$ cat src/rtl/mem_port_arbiter_if.sv
// Purpose: bundles the fetch, data and memory-side signals of the shared memory port.
// Latency: none, wires only.
// Backpressure: requesters hold req until done; stall_* tells the pipeline to wait.
interface mem_port_arbiter_if #(
    parameter int ADDR_W = 32,
    parameter int DATA_W = 32
);
    // fetch requester
    logic              if_req;
    logic [ADDR_W-1:0] if_addr;
    logic              if_done;
    logic [DATA_W-1:0] if_rdata;
    // data requester
    logic              dm_req;
    logic              dm_we;
    logic [ADDR_W-1:0] dm_addr;
    logic [DATA_W-1:0] dm_wdata;
    logic              dm_done;
    logic [DATA_W-1:0] dm_rdata;
    // pipeline hazard outputs
    logic              stall_if;
    logic              stall_mem;
    // memory side
    logic              mem_en;
    logic              mem_we;
    logic [ADDR_W-1:0] mem_addr;
    logic [DATA_W-1:0] mem_wdata;
    logic [DATA_W-1:0] mem_rdata;

    // arbiter side
    modport slave (
        input  if_req, if_addr, dm_req, dm_we, dm_addr, dm_wdata, mem_rdata,
        output if_done, if_rdata, dm_done, dm_rdata, stall_if, stall_mem,
               mem_en, mem_we, mem_addr, mem_wdata
    );

    // requesters plus memory
    modport master (
        output if_req, if_addr, dm_req, dm_we, dm_addr, dm_wdata, mem_rdata,
        input  if_done, if_rdata, dm_done, dm_rdata, stall_if, stall_mem,
               mem_en, mem_we, mem_addr, mem_wdata
    );
endinterface

$ cat src/rtl/mem_port_arbiter.sv
// Purpose: shares one memory port between fetch and data accesses, data first, fetch starvation bounded.
// Latency: issue same cycle as grant; read done at issue+MEM_LAT, write done at issue+1.
// Backpressure: one transaction in flight; waiting requesters see stall_* until their done pulse.
module mem_port_arbiter #(
    parameter int ADDR_W     = 32,
    parameter int DATA_W     = 32,
    parameter int MEM_LAT    = 2,
    parameter int STARVE_MAX = 4
) (
    input  logic             clk,
    input  logic             rst,
    mem_port_arbiter_if.slave bus
);

    localparam int LAT_W = (MEM_LAT > 1) ? $clog2(MEM_LAT) : 1;
    localparam int STV_W = $clog2(STARVE_MAX + 1);

    localparam logic [LAT_W-1:0] RD_LAT  = LAT_W'(MEM_LAT - 1);
    localparam logic [LAT_W-1:0] LAT_ONE = LAT_W'(1);
    localparam logic [STV_W-1:0] STV_LIM = STV_W'(STARVE_MAX);
    localparam logic [STV_W-1:0] STV_ONE = STV_W'(1);

    localparam logic [0:0] ST_IDLE = 1'b0;
    localparam logic [0:0] ST_WAIT = 1'b1;

    logic [0:0]       state;
    logic [LAT_W-1:0] lat_cnt;
    logic [STV_W-1:0] starve_cnt;
    logic             owner_dm;   // 0 = fetch owns the port, 1 = data
    logic             op_we;

    logic grant_dm;
    logic grant_if;
    logic issue;
    logic done;
    logic issue_wr;

    // Same-cycle arbitration in IDLE: data wins unless fetch has waited STARVE_MAX data grants.
    always_comb begin
        grant_dm = 1'b0;
        grant_if = 1'b0;
        if (!rst && state == ST_IDLE) begin
            if (bus.dm_req && (!bus.if_req || starve_cnt < STV_LIM)) begin
                grant_dm = 1'b1;
            end else if (bus.if_req) begin
                grant_if = 1'b1;
            end
        end
    end

    assign issue    = grant_dm | grant_if;
    assign issue_wr = grant_dm & bus.dm_we;
    // Reset suppresses the done pulse so in-flight read data is dropped.
    assign done     = !rst && (state == ST_WAIT) && (lat_cnt == '0);

    // Memory strobe and payload only in the issue cycle; everything reads 0 otherwise.
    assign bus.mem_en    = issue;
    assign bus.mem_we    = issue_wr;
    assign bus.mem_addr  = grant_dm ? bus.dm_addr : (grant_if ? bus.if_addr : '0);
    assign bus.mem_wdata = issue_wr ? bus.dm_wdata : '0;

    // Completion: read data is passed straight through from memory in the done cycle only.
    assign bus.if_done  = done & ~owner_dm;
    assign bus.dm_done  = done & owner_dm;
    assign bus.if_rdata = (done && !owner_dm && !op_we) ? bus.mem_rdata : '0;
    assign bus.dm_rdata = (done && owner_dm && !op_we) ? bus.mem_rdata : '0;

    assign bus.stall_if  = bus.if_req & ~bus.if_done;
    assign bus.stall_mem = bus.dm_req & ~bus.dm_done;

    // Transaction FSM: latch owner/op at issue, count down read latency, return to IDLE on done.
    always_ff @(posedge clk) begin
        if (rst) begin
            state    <= ST_IDLE;
            lat_cnt  <= '0;
            owner_dm <= 1'b0;
            op_we    <= 1'b0;
        end else if (state == ST_IDLE) begin
            if (issue) begin
                state    <= ST_WAIT;
                owner_dm <= grant_dm;
                op_we    <= issue_wr;
                lat_cnt  <= issue_wr ? '0 : RD_LAT;
            end
        end else begin
            if (lat_cnt == '0) begin
                state <= ST_IDLE;
            end else begin
                lat_cnt <= lat_cnt - LAT_ONE;
            end
        end
    end

    // Starvation counter: counts data grants taken while fetch was waiting, saturating.
    always_ff @(posedge clk) begin
        if (rst) begin
            starve_cnt <= '0;
        end else if (grant_dm && bus.if_req) begin
            if (starve_cnt != STV_LIM) begin
                starve_cnt <= starve_cnt + STV_ONE;
            end
        end else if (issue) begin
            starve_cnt <= '0;
        end
    end

endmodule

$ cat src/flat_wrapper.sv
// flat-port wrapper written by rule: the top's interface ports become plain ports
module mem_port_arbiter_flat 
#(
    parameter int ADDR_W     = 32,
    parameter int DATA_W     = 32,
    parameter int MEM_LAT    = 2,
    parameter int STARVE_MAX = 4
)
  (clk, rst, bus_if_req, bus_if_addr, bus_dm_req, bus_dm_we, bus_dm_addr, bus_dm_wdata, bus_mem_rdata, bus_if_done, bus_if_rdata, bus_dm_done, bus_dm_rdata, bus_stall_if, bus_stall_mem, bus_mem_en, bus_mem_we, bus_mem_addr, bus_mem_wdata);
  mem_port_arbiter_if #(.ADDR_W(ADDR_W), .DATA_W(DATA_W)) bus_i ();
  input  logic clk;
  input  logic rst;
  input wire logic [$bits(bus_i.if_req)-1:0] bus_if_req;
  input wire logic [$bits(bus_i.if_addr)-1:0] bus_if_addr;
  input wire logic [$bits(bus_i.dm_req)-1:0] bus_dm_req;
  input wire logic [$bits(bus_i.dm_we)-1:0] bus_dm_we;
  input wire logic [$bits(bus_i.dm_addr)-1:0] bus_dm_addr;
  input wire logic [$bits(bus_i.dm_wdata)-1:0] bus_dm_wdata;
  input wire logic [$bits(bus_i.mem_rdata)-1:0] bus_mem_rdata;
  output wire logic [$bits(bus_i.if_done)-1:0] bus_if_done;
  output wire logic [$bits(bus_i.if_rdata)-1:0] bus_if_rdata;
  output wire logic [$bits(bus_i.dm_done)-1:0] bus_dm_done;
  output wire logic [$bits(bus_i.dm_rdata)-1:0] bus_dm_rdata;
  output wire logic [$bits(bus_i.stall_if)-1:0] bus_stall_if;
  output wire logic [$bits(bus_i.stall_mem)-1:0] bus_stall_mem;
  output wire logic [$bits(bus_i.mem_en)-1:0] bus_mem_en;
  output wire logic [$bits(bus_i.mem_we)-1:0] bus_mem_we;
  output wire logic [$bits(bus_i.mem_addr)-1:0] bus_mem_addr;
  output wire logic [$bits(bus_i.mem_wdata)-1:0] bus_mem_wdata;
  assign bus_i.if_req = bus_if_req;
  assign bus_i.if_addr = bus_if_addr;
  assign bus_i.dm_req = bus_dm_req;
  assign bus_i.dm_we = bus_dm_we;
  assign bus_i.dm_addr = bus_dm_addr;
  assign bus_i.dm_wdata = bus_dm_wdata;
  assign bus_i.mem_rdata = bus_mem_rdata;
  assign bus_if_done = bus_i.if_done;
  assign bus_if_rdata = bus_i.if_rdata;
  assign bus_dm_done = bus_i.dm_done;
  assign bus_dm_rdata = bus_i.dm_rdata;
  assign bus_stall_if = bus_i.stall_if;
  assign bus_stall_mem = bus_i.stall_mem;
  assign bus_mem_en = bus_i.mem_en;
  assign bus_mem_we = bus_i.mem_we;
  assign bus_mem_addr = bus_i.mem_addr;
  assign bus_mem_wdata = bus_i.mem_wdata;
  mem_port_arbiter #(.ADDR_W(ADDR_W), .DATA_W(DATA_W), .MEM_LAT(MEM_LAT), .STARVE_MAX(STARVE_MAX)) u_core (.clk(clk), .rst(rst), .bus(bus_i));
endmodule
$ cat config.mk
export PLATFORM = sky130hd
export DESIGN_NAME = mem_port_arbiter_flat
export DESIGN_NICKNAME = d
export VERILOG_FILES = /design/src/rtl/mem_port_arbiter_if.sv /design/src/rtl/mem_port_arbiter.sv /design/src/flat_wrapper.sv
export SDC_FILE = /design/constraint.sdc
export NUM_CORES = 1
export LEC_CHECK = 0
export CORE_AREA = 2 2 104 106
export DETAILED_ROUTE_END_ITERATION = 8
export DIE_AREA = 0 0 106 108
export PLACE_DENSITY = 0.69
export REMOVE_ABC_BUFFERS = 1
export SYNTH_ARGS = -nofsm -noshare
export SYNTH_HDL_FRONTEND = slang
export SYNTH_SLANG_ARGS = --single-unit
$ cat constraint.sdc
create_clock -name clk -period 1.4 [get_ports clk]
set_clock_uncertainty 0.05 [all_clocks]
set_input_delay 0.28 -clock clk [delete_from_list [all_inputs] [get_ports clk]]
set_output_delay 0.28 -clock clk [all_outputs]
set_load 0.01 [all_outputs]
# [Word-level counts from Yosys, hierarchy flattened]
# Index checks and enable logic that the tools add are counted.
[op_classes] n_addsub=2 n_lt_le_gt_ge=1 n_eq_ne=2 muxes=20 n_bitwise=11 n_reduce_logical=18
[op_table] cell="$mux W32" n=5
[op_table] cell="$mux W1" n=12
[op_table] cell="$logic_and A1 B1 Y1" n=9
[op_table] cell="$mux W3" n=3
[op_table] cell="$and A1 B1 Y1" n=5
[op_table] cell="$not A1 Y1" n=5
[op_table] cell="$logic_not A1 Y1" n=4
[op_table] cell="$reduce_and A2 Y1" n=2
[op_table] cell="$reduce_bool A2 Y1" n=2
[op_table] cell="$add A3 B1 Y3 const B" n=1
[op_table] cell="$lt A3 B3 Y1 const B" n=1
[op_table] cell="$ne A3 B3 Y1 const B" n=1
[op_table] cell="$ne A2 B2 Y1 const B" n=1
[op_table] cell="$logic_or A1 B1 Y1" n=1
[op_table] cell="$or A1 B1 Y1" n=1
[op_table] cell="$sub A1 B1 Y1 const B" n=1
[word_totals] regBits=7 input_bits=133 output_inout_bits=134 wordCells=59

# [Logic depth before layout (Yosys ltp)]
# Gate-level depths: netlist (run 1).
[logic_depth] depth_word=9 ltp_mapped=6 depth_no_buf=4

# [Least setup slack after synthesis (run 1)]
# No wires, ideal clock.
[synth_path] path_kind="reg-to-output" start="register u_core.state" end="output port bus_mem_addr[10]" arrival_time_ns=1.181 setup_slack_ns=-0.111 stages_incl_launch_ff=6 n_path_buf=2 path_cell_list="dfxtp_1 > nor2_2 > and3_1 > buf_6 > buf_6 > a22o_1"
[synth_between] elab_chain_len=5 word_cells_on_any_way=6
[synth_lines] item="start: declaration" line_no="mem_port_arbiter.sv:26" text="logic [0:0] state;"
[synth_lines] item="start signal: assignment" line_no="mem_port_arbiter.sv:74" text="state <= ST_IDLE;"
[synth_lines] item="start signal: assignment" line_no="mem_port_arbiter.sv:80" text="state <= ST_WAIT;"
[synth_lines] item="start signal: assignment" line_no="mem_port_arbiter.sv:87" text="state <= ST_IDLE;"
[synth_lines] item="$not A1 Y1 *" line_no="mem_port_arbiter.sv:42" text="if (!rst && state == ST_IDLE) begin"
[synth_lines] item="$logic_and A1 B1 Y1 *" line_no="mem_port_arbiter.sv:42"
[synth_lines] item="$mux W1" line_no="mem_port_arbiter.sv:42"
[synth_lines] item="$mux W32" line_no="mem_port_arbiter.sv:59" text="assign bus.mem_addr = grant_dm ? bus.dm_addr : (grant_if ? bus.if_addr : '0);"
[synth_lines] item="$mux W32 *" line_no="mem_port_arbiter.sv:59"
[synth_lines] item="end: declaration" line_no="flat_wrapper.sv:28" text="output wire logic [$bits(bus_i.mem_addr)-1:0] bus_mem_addr;"
# Mark *: on every way between the ends. The rest lies on a longest branch, timed or not.

# [Final worst setup path (run 1)]
[layout_path] start="register u_core.state" end="output port bus_mem_addr[11]"
# Same word-level chain as after synthesis.

==> metrics.txt, run 1 <==
# TYPE chip_impl_metric gauge
chip_impl_metric{name="gr-usage-all-layers",unit="%"} 16.2
chip_impl_metric{name="io-pin-count",unit=""} 267
chip_impl_info{name="unrepaired_setup_endpoints_after_global_routing",value="true"} 1
chip_impl_metric{name="drt_iter0_drc",unit=""} 108
chip_impl_metric{name="cts_max_level",unit=""} 1
chip_impl_metric{name="pwr-share-clk",unit="%"} 18.5
chip_impl_info{name="hold_path_startpoint",value="rst"} 1
chip_impl_metric{name="synth_sequential_area_ratio",unit="%"} 9.85
chip_impl_metric{name="internal_power_component",unit="mW"} 1.10
chip_impl_metric{name="portBuffers",unit=""} 266
chip_impl_metric{name="crit_path_time_final",unit="ps"} 1840
chip_impl_metric{name="total_cts_buffers",unit=""} 3
chip_impl_metric{name="timing.reg2reg.worst_path_depth",unit=""} 6
chip_impl_metric{name="max-cap-violations",unit=""} 0
chip_impl_metric{name="num-fill-cells",unit=""} 994
chip_impl_metric{name="hold_path_depth",unit=""} 2
chip_impl_metric{name="hpwl",unit="µm"} 8000
chip_impl_metric{name="clock_slew_at_the_register_clock_pins_of_the_worst_setup_and_hold_paths",unit="ps"} 40
chip_impl_metric{name="cts.sink_count",unit=""} 7
chip_impl_metric{name="sequentialPowerShare",unit="%"} 14.6
chip_impl_info{name="ys_dominant_reg_cell",value="sky130_fd_sc_hd__dfxtp_1"} 1
chip_impl_metric{name="final-hold-violation-count",unit=""} 0
chip_impl_info{name="tritoncts",value="built"} 1
chip_impl_metric{name="critPathRequiredTime",unit="ps"} 1070
chip_impl_metric{name="global_route.overflow_total",unit=""} 0
chip_impl_metric{name="number_of_enable_type_register_cells_in_the_synthesized_netlist",unit=""} 0
chip_impl_metric{name="post_drt_wl_per_cell",unit="µm"} 17.0
chip_impl_metric{name="cp_max_fo",unit=""} 16
chip_impl_metric{name="detail-route-antenna-nets",unit=""} 0
chip_impl_info{name="violations",value="setup timing"} 1
chip_impl_metric{name="detail_route.drc_violations",unit=""} 0
chip_impl_info{name="end_kind",value="output pin"} 1
chip_impl_metric{name="postSynthCellCount",unit=""} 197
chip_impl_metric{name="initial_utilization",unit="%"} 13.9
chip_impl_info{name="layout_commonest_cell",value="sky130_fd_sc_hd__clkdlybuf4s50_1"} 1
chip_impl_metric{name="power_density",unit="mW/mm²"} 331
chip_impl_metric{name="ff2ff_setup_slack",unit="ps"} 70
chip_impl_info{name="startpoint_type_of_the_worst_setup_path",value="flop"} 1
chip_impl_metric{name="aggregate_negative_setup_slack",unit="ps"} -51810
chip_impl_metric{name="final_wirelength",unit="µm"} 10600
chip_impl_metric{name="area_growth",unit="%"} 231
chip_impl_metric{name="timing.fmax",unit="GHz"} 0.542
chip_impl_metric{name="grt_first_pass_wirelength",unit="µm"} 14500
chip_impl_metric{name="worst_slack",unit="ps"} -444
chip_impl_metric{name="slew_viol_final",unit=""} 0
chip_impl_metric{name="syn_avg_cell_area",unit="µm²"} 7.22
chip_impl_metric{name="met1_layer_wirelength_in_the_final_routing",unit="µm"} 3590
chip_impl_metric{name="fp.dieH",unit="µm"} 108
chip_impl_metric{name="wl_met3",unit="µm"} 846
chip_impl_metric{name="relSlewSlack",unit="%"} 84.8
chip_impl_metric{name="combPwrFrac",unit="%"} 66.9
chip_impl_metric{name="setup_violation_total_in_the_final_timing_report",unit=""} 133
chip_impl_info{name="worst_hold_path.endpoint",value="u_core.state$_SDFF_PP0_"} 1
chip_impl_info{name="status",value="finished with violations"} 1
chip_impl_metric{name="worst_pin_slew",unit="ps"} 225
chip_impl_metric{name="clkLatencyLatePin",unit="ps"} 230
chip_impl_metric{name="number_of_global_route_vias_before_repair",unit=""} 2816
chip_impl_metric{name="min_period_over_period",unit="%"} 132
chip_impl_metric{name="synth.distinct_cells",unit=""} 29
chip_impl_metric{name="placeableCoreArea",unit="mm²"} 0.0102
chip_impl_metric{name="die_w",unit="µm"} 106
chip_impl_info{name="routed.top_layer",value="met4"} 1
chip_impl_metric{name="drt-pass1-iter-count",unit=""} 4
chip_impl_metric{name="yosys_synthesis_warning_count",unit=""} 0
chip_impl_metric{name="drive_gt1_share",unit="%"} 52.9
chip_impl_metric{name="overall_power_consumption",unit="mW"} 1.55
chip_impl_metric{name="core.rowCount",unit=""} 37
chip_impl_metric{name="power.share.switching",unit="%"} 29.4
chip_impl_metric{name="design.die.area",unit="mm²"} 0.0114
chip_impl_metric{name="grt_antenna_before_repair",unit=""} 2
chip_impl_metric{name="grt_start_max_net_pins",unit=""} 18
chip_impl_metric{name="synth.ff_latch_count",unit=""} 7
chip_impl_info{name="worst_hold_path_type",value="primary input to flop"} 1
chip_impl_metric{name="routed-via-count",unit=""} 2634
chip_impl_info{name="clock-root-buffer",value="sky130_fd_sc_hd__clkbuf_8"} 1
chip_impl_metric{name="synthesis.area",unit="mm²"} 0.00142
chip_impl_metric{name="route.detailed.vias_per_inst",unit=""} 4.22
chip_impl_metric{name="ir_drop",unit="µV"} 155
chip_impl_metric{name="worst-endpoint-arrival",unit="ps"} 1510
chip_impl_metric{name="cts_buffer_depth",unit=""} 2
chip_impl_info{name="timing_worst_setup_path_type",value="flop to output pin"} 1
chip_impl_metric{name="power.static_leakage",unit="nW"} 2.24
chip_impl_metric{name="wl_met2",unit="µm"} 6040
chip_impl_info{name="layout.cells.most_common_list",value="128 x sky130_fd_sc_hd__clkdlybuf4s50_1, 82 x sky130_fd_sc_hd__buf_6, 63 x sky130_fd_sc_hd__and2_4"} 1
chip_impl_metric{name="final_wtd_congestion",unit=""} 0.802
chip_impl_metric{name="design.final.nets",unit=""} 622
chip_impl_info{name="critical_path.reg2reg.endpoint",value="u_core.op_we$_SDFFE_PP0P_"} 1
chip_impl_info{name="regToRegStartpoint",value="u_core.state$_SDFF_PP0_"} 1
chip_impl_metric{name="total_switching_power",unit="mW"} 0.458
chip_impl_metric{name="async_flop_share",unit="%"} 0
metal layers:
metal	track usage, %	vias up
met5	0	-
met1	15.5	1204
li1	-	1246
met2	34.2	175
met4	4.51	0
met3	3.25	9
state kept, by name (all words and copies together) (netlist names):
register	flops
u_core.owner_dm	1
u_core.starve_cnt	3
u_core.op_we	1
u_core.lat_cnt	1
u_core.state	1
repair_timing:
item	in CTS	in global routing
gates resized for setup	578	150
hold buffers	0	0
gates cloned	6	4
setup endpoints to repair	140	135
setup buffers	21	3
pin swaps	23	48
stage by stage:
stage,hold WS (ps),setup WS (ps),cells,util [%],area (µm²)
after floorplan,299,-412,178,-,1300
after global placement,456,-1070,596,42.2,4320
after detailed placement,448,-1100,596,42.2,4320
after CTS,242,-506,624,41.6,4250
after global routing,254,-505,624,46.0,4700
final,248,-444,624,46.0,4700
worst max-delay path: stages (launching register included):
cell and delay (ps):
sky130_fd_sc_hd__dfxtp_4 370, sky130_fd_sc_hd__nor2_4 50, sky130_fd_sc_hd__buf_4 130, sky130_fd_sc_hd__and3_4 200
sky130_fd_sc_hd__buf_16 150, sky130_fd_sc_hd__a22o_1 230, sky130_fd_sc_hd__buf_2 140
power groups by stage:
stage	logic, mW	registers, mW	clock network [mW]
5_1_grt	1.10	0.228	0.317
4_1_cts	0.938	0.227	0.294
6_report	1.04	0.227	0.287
3_3_place_gp	0.921	0.226	0
3_5_place_dp	0.934	0.227	0
2_1_floorplan	0.227	0.226	0
cells in the mapped netlist (2+ instances only):
library cell               instances  area (µm²)
sky130_fd_sc_hd__nor2b_1           3        18.8
sky130_fd_sc_hd__a21oi_1           4        20.0
sky130_fd_sc_hd__nand2_1           4        15.0
sky130_fd_sc_hd__clkbuf_2          3        15.0
sky130_fd_sc_hd__buf_2            12        60.1
sky130_fd_sc_hd__nor2_1            2        7.51
sky130_fd_sc_hd__inv_1             5        18.8
sky130_fd_sc_hd__dfxtp_1           7         140
sky130_fd_sc_hd__ha_1              2        25.0
sky130_fd_sc_hd__nand2b_1          3        18.8
sky130_fd_sc_hd__o21ai_0           4        20.0
sky130_fd_sc_hd__and2_1           96         601
sky130_fd_sc_hd__and3_1            2        12.5
sky130_fd_sc_hd__a22o_1           32         280
sky130_fd_sc_hd__buf_6             4        45.0
cell type report:
| cell class | instances | area (µm²) | share of cell area (%) |
|---|---|---|---|
| well taps | 136 | 170 | 3.62 |
| diodes | 2 | 5.00 | 0.106 |
| repair buffers | 304 | 2950 | 62.8 |
| inverters | 5 | 21.3 | 0.452 |
| clock buffers | 4 | 45.0 | 0.958 |
| multi-input cells | 166 | 1360 | 28.9 |
| flip-flops and latches | 7 | 150 | 3.19 |
worst max-delay path by stage:
stage | startpoint | endpoint | slack (ps) | cells past startpoint
floorplan | u_core.state$_SDFF_PP0_ | bus_mem_addr[0] | -410 | 3
global placement | rst | bus_mem_addr[5] | -1070 | 6
detailed placement | rst | bus_mem_addr[11] | -1100 | 6
CTS | u_core.state$_SDFF_PP0_ | bus_if_rdata[8] | -510 | 8
global route | u_core.state$_SDFF_PP0_ | bus_mem_addr[29] | -510 | 6
finish | u_core.state$_SDFF_PP0_ | bus_mem_addr[11] | -440 | 6
kinds of logic (layout without fill, tap and decap cells):
family          after synthesis  count (layout)  synth area share [%]
simple gates                120             120                  53.6
compound gates               43              43                  24.4
buf+inv                      24             313                  9.76
flops                         7               7                  9.85
fa+ha+maj                     2               2                  1.76
mux                           1               1                 0.704
other cells                   0               2                     0
No activity file was read; power rests on OpenSTA's default activity.
==> run 2, diff against run 1 <==
==> constraint.sdc (replaced) <==
create_clock -name clk -period 1.4 [get_ports clk]
set_clock_uncertainty 0.05 [all_clocks]
set_input_delay 0.14 -clock clk [delete_from_list [all_inputs] [get_ports clk]]
set_output_delay 0.14 -clock clk [all_outputs]
set_load 0.01 [all_outputs]
==> run 2 against run 1 <==
The flow still finishes with violations (setup timing). Via count up 0.91%. Sequential share of layout area up 0.051 points. Utilization down 0.72 points. Wire length down 1.8%. Maximum frequency up 6.9%. Worst setup slack better by 120 ps. Clock-buffer cell count unchanged. Highest routed layer unchanged.
==> metrics.txt, run 2 (synthesis results as in run 1) <==
# TYPE chip_impl_metric gauge
chip_impl_info{name="status",value="finished with violations"} 1
chip_impl_info{name="violations",value="setup timing"} 1
chip_impl_metric{name="hpwl",unit="µm"} 7960
chip_impl_metric{name="design.die.area",unit="mm²"} 0.0114
chip_impl_metric{name="setup_violation_total_in_the_final_timing_report",unit=""} 130
chip_impl_metric{name="grt_antenna_before_repair",unit=""} 0
chip_impl_metric{name="pre_cts_slack",unit="ps"} -825
chip_impl_metric{name="min_period_over_period",unit="%"} 123
chip_impl_info{name="end_kind",value="output pin"} 1
chip_impl_metric{name="cp_max_fo",unit=""} 8
chip_impl_metric{name="core.rowCount",unit=""} 37
chip_impl_info{name="timing_worst_setup_path_type",value="flop to output pin"} 1
chip_impl_metric{name="io-pin-count",unit=""} 267
chip_impl_info{name="worst_hold_path_type",value="primary input to flop"} 1
chip_impl_info{name="tritoncts",value="built"} 1
chip_impl_metric{name="worst-endpoint-arrival",unit="ps"} 1540
chip_impl_info{name="clock-root-buffer",value="sky130_fd_sc_hd__clkbuf_8"} 1
chip_impl_metric{name="relSlewSlack",unit="%"} 83.8
chip_impl_metric{name="cts_buffer_depth",unit=""} 2
chip_impl_metric{name="global_route.overflow_total",unit=""} 0
chip_impl_info{name="unrepaired_setup_endpoints_after_global_routing",value="true"} 1
chip_impl_metric{name="critPathRequiredTime",unit="ps"} 1210
chip_impl_metric{name="route.detailed.vias_per_inst",unit=""} 4.22
chip_impl_info{name="layout.cells.most_common_list",value="130 x sky130_fd_sc_hd__clkdlybuf4s50_1, 76 x sky130_fd_sc_hd__buf_2, 72 x sky130_fd_sc_hd__buf_6"} 1
chip_impl_metric{name="slew_viol_final",unit=""} 0
chip_impl_metric{name="cp_slowest_stage_delay",unit="ps"} 360
chip_impl_info{name="cp_cell_sequence",value="nor2_4, buf_6, and3_4, clkbuf_16, a22o_1, buf_2"} 1
chip_impl_metric{name="final_wtd_congestion",unit=""} 0.801
chip_impl_info{name="startpoint_type_of_the_worst_setup_path",value="flop"} 1
chip_impl_metric{name="routed-via-count",unit=""} 2658
chip_impl_metric{name="crit_path_time_final",unit="ps"} 1730
chip_impl_metric{name="post_drt_wl_per_cell",unit="µm"} 16.5
chip_impl_metric{name="detail-route-antenna-nets",unit=""} 0
chip_impl_metric{name="clkLatencyLatePin",unit="ps"} 230
chip_impl_metric{name="total_cts_buffers",unit=""} 3
chip_impl_metric{name="final_cell_area",unit="mm²"} 0.00463
chip_impl_metric{name="placement.cell_area",unit="mm²"} 0.00432
chip_impl_metric{name="max-cap-violations",unit=""} 0
chip_impl_metric{name="grt_first_pass_wirelength",unit="µm"} 15300
chip_impl_info{name="top_register",value="u_core.starve_cnt"} 1
chip_impl_metric{name="worst_slack",unit="ps"} -325
chip_impl_metric{name="design.final.nets",unit=""} 630
chip_impl_metric{name="num_antenna_cells",unit=""} 0
chip_impl_metric{name="timing.fmax",unit="GHz"} 0.580
chip_impl_metric{name="cts_max_level",unit=""} 1
chip_impl_metric{name="area_growth",unit="%"} 225
chip_impl_metric{name="die_w",unit="µm"} 106
chip_impl_metric{name="final-hold-violation-count",unit=""} 0
chip_impl_metric{name="grt_start_max_net_pins",unit=""} 18
chip_impl_metric{name="power_density",unit="mW/mm²"} 331
chip_impl_metric{name="drive_gt1_share",unit="%"} 49.8
chip_impl_info{name="layout_commonest_cell",value="sky130_fd_sc_hd__clkdlybuf4s50_1"} 1
chip_impl_metric{name="detail_route.drc_violations",unit=""} 0
chip_impl_info{name="critPathSlowestCell",value="sky130_fd_sc_hd__dfxtp_4"} 1
chip_impl_metric{name="number_of_global_route_vias_before_repair",unit=""} 2953
chip_impl_metric{name="placeableCoreArea",unit="mm²"} 0.0102
chip_impl_metric{name="final_wirelength",unit="µm"} 10400
chip_impl_metric{name="initial_utilization",unit="%"} 13.9
chip_impl_metric{name="worst_pin_slew",unit="ps"} 243
chip_impl_metric{name="fp.dieH",unit="µm"} 108
chip_impl_metric{name="portBuffers",unit=""} 266
chip_impl_metric{name="power.static_leakage",unit="nW"} 2.24
chip_impl_metric{name="clock_slew_at_the_register_clock_pins_of_the_worst_setup_and_hold_paths",unit="ps"} 40
chip_impl_metric{name="cts.sink_count",unit=""} 7
chip_impl_metric{name="drt_iter0_drc",unit=""} 118
chip_impl_metric{name="ir_drop",unit="µV"} 133
chip_impl_metric{name="largest_reg_flops",unit=""} 3
chip_impl_metric{name="gr-usage-all-layers",unit="%"} 17.1
chip_impl_metric{name="drt-pass1-iter-count",unit=""} 4
[run 2: cell types whose count changed in the layout (fill, tap and decap cells not counted), sizes merged]
cell / delta
clkdlybuf4s15: +2
buf: +4
clkbuf: -1
dlygate4sd2: +2
diode: -2
clkdlybuf4s50: +2
dlymetal6s2s: -1
[run 2: cell type report]
type / instances / area [µm²]
timing repair buffer: 312 / 2930
clock buffer: 4 / 45.0
inverter: 5 / 18.8
fill: 1010 / 5600
multi-input combinational: 166 / 1310
sequential: 7 / 150
tap: 136 / 170
[run 2: worst paths after layout]
path                                                   startpoint                                 to  slack (ps)  cells past startpoint
worst max-delay path                      u_core.state$_SDFF_PP0_                   bus_mem_addr[15]        -330                      6
worst min-delay path                                          rst            u_core.state$_SDFF_PP0_         300                      2
worst min register to register  u_core.starve_cnt[0]$_SDFFE_PP0P_  u_core.starve_cnt[0]$_SDFFE_PP0P_         510                      2
worst max register to register            u_core.state$_SDFF_PP0_          u_core.op_we$_SDFFE_PP0P_         110                      7
[run 2: where the power goes]
group / switching (mW) / internal [mW]
clock: 0.0935 / 0.198
sequential: 0.0156 / 0.211
combinational: 0.345 / 0.671
[run 2: stage by stage]
stage | hold WS, ps | std cells | power, mW | util (%) | TNS, ps
5_1_grt | 312 | 630 | 1.63 | 45.2 | -40610
6_report | 297 | 630 | 1.53 | 45.2 | -32210
3_5_place_dp | 448 | 596 | 1.16 | 42.2 | -101570
2_1_floorplan | 159 | 178 | 0.453 | - | -22410
3_3_place_gp | 456 | 596 | 1.15 | 42.2 | -97620
4_1_cts | 290 | 638 | 1.53 | 43.5 | -42400
[run 2: worst max-delay path: cells and delay by family, from the launching register on]
family	cells	cell delay, ps
buffers and inverters	3	440
AO/OA/AOI/OAI	1	120
AND/OR/NAND/NOR	2	390
flip-flops	1	360
[run 2: per-layer routing]
layer,part of all wire [%],global-route usage (%)
met5,0,0
met2,55,34.6
met1,34,17.0
met4,2.6,6.20
met3,8.2,3.62
[run 2: repair_timing]
action / in CTS / in global routing
pin swaps: 49 / 19
hold buffers: 0 / 0
resized for setup: 611 / 87
cloned: 8 / 3
setup endpoints to repair: 134 / 134
buffers inserted: 32 / 3
==> run 3, diff against run 2 <==
CTS_CLUSTER_DIAMETER = 200   (was not set)
HOLD_SLACK_MARGIN = 0.02   (was not set)
==> results of run 3 <==
Same layout as run 2: the final DEF is identical, and so are final timing and power.
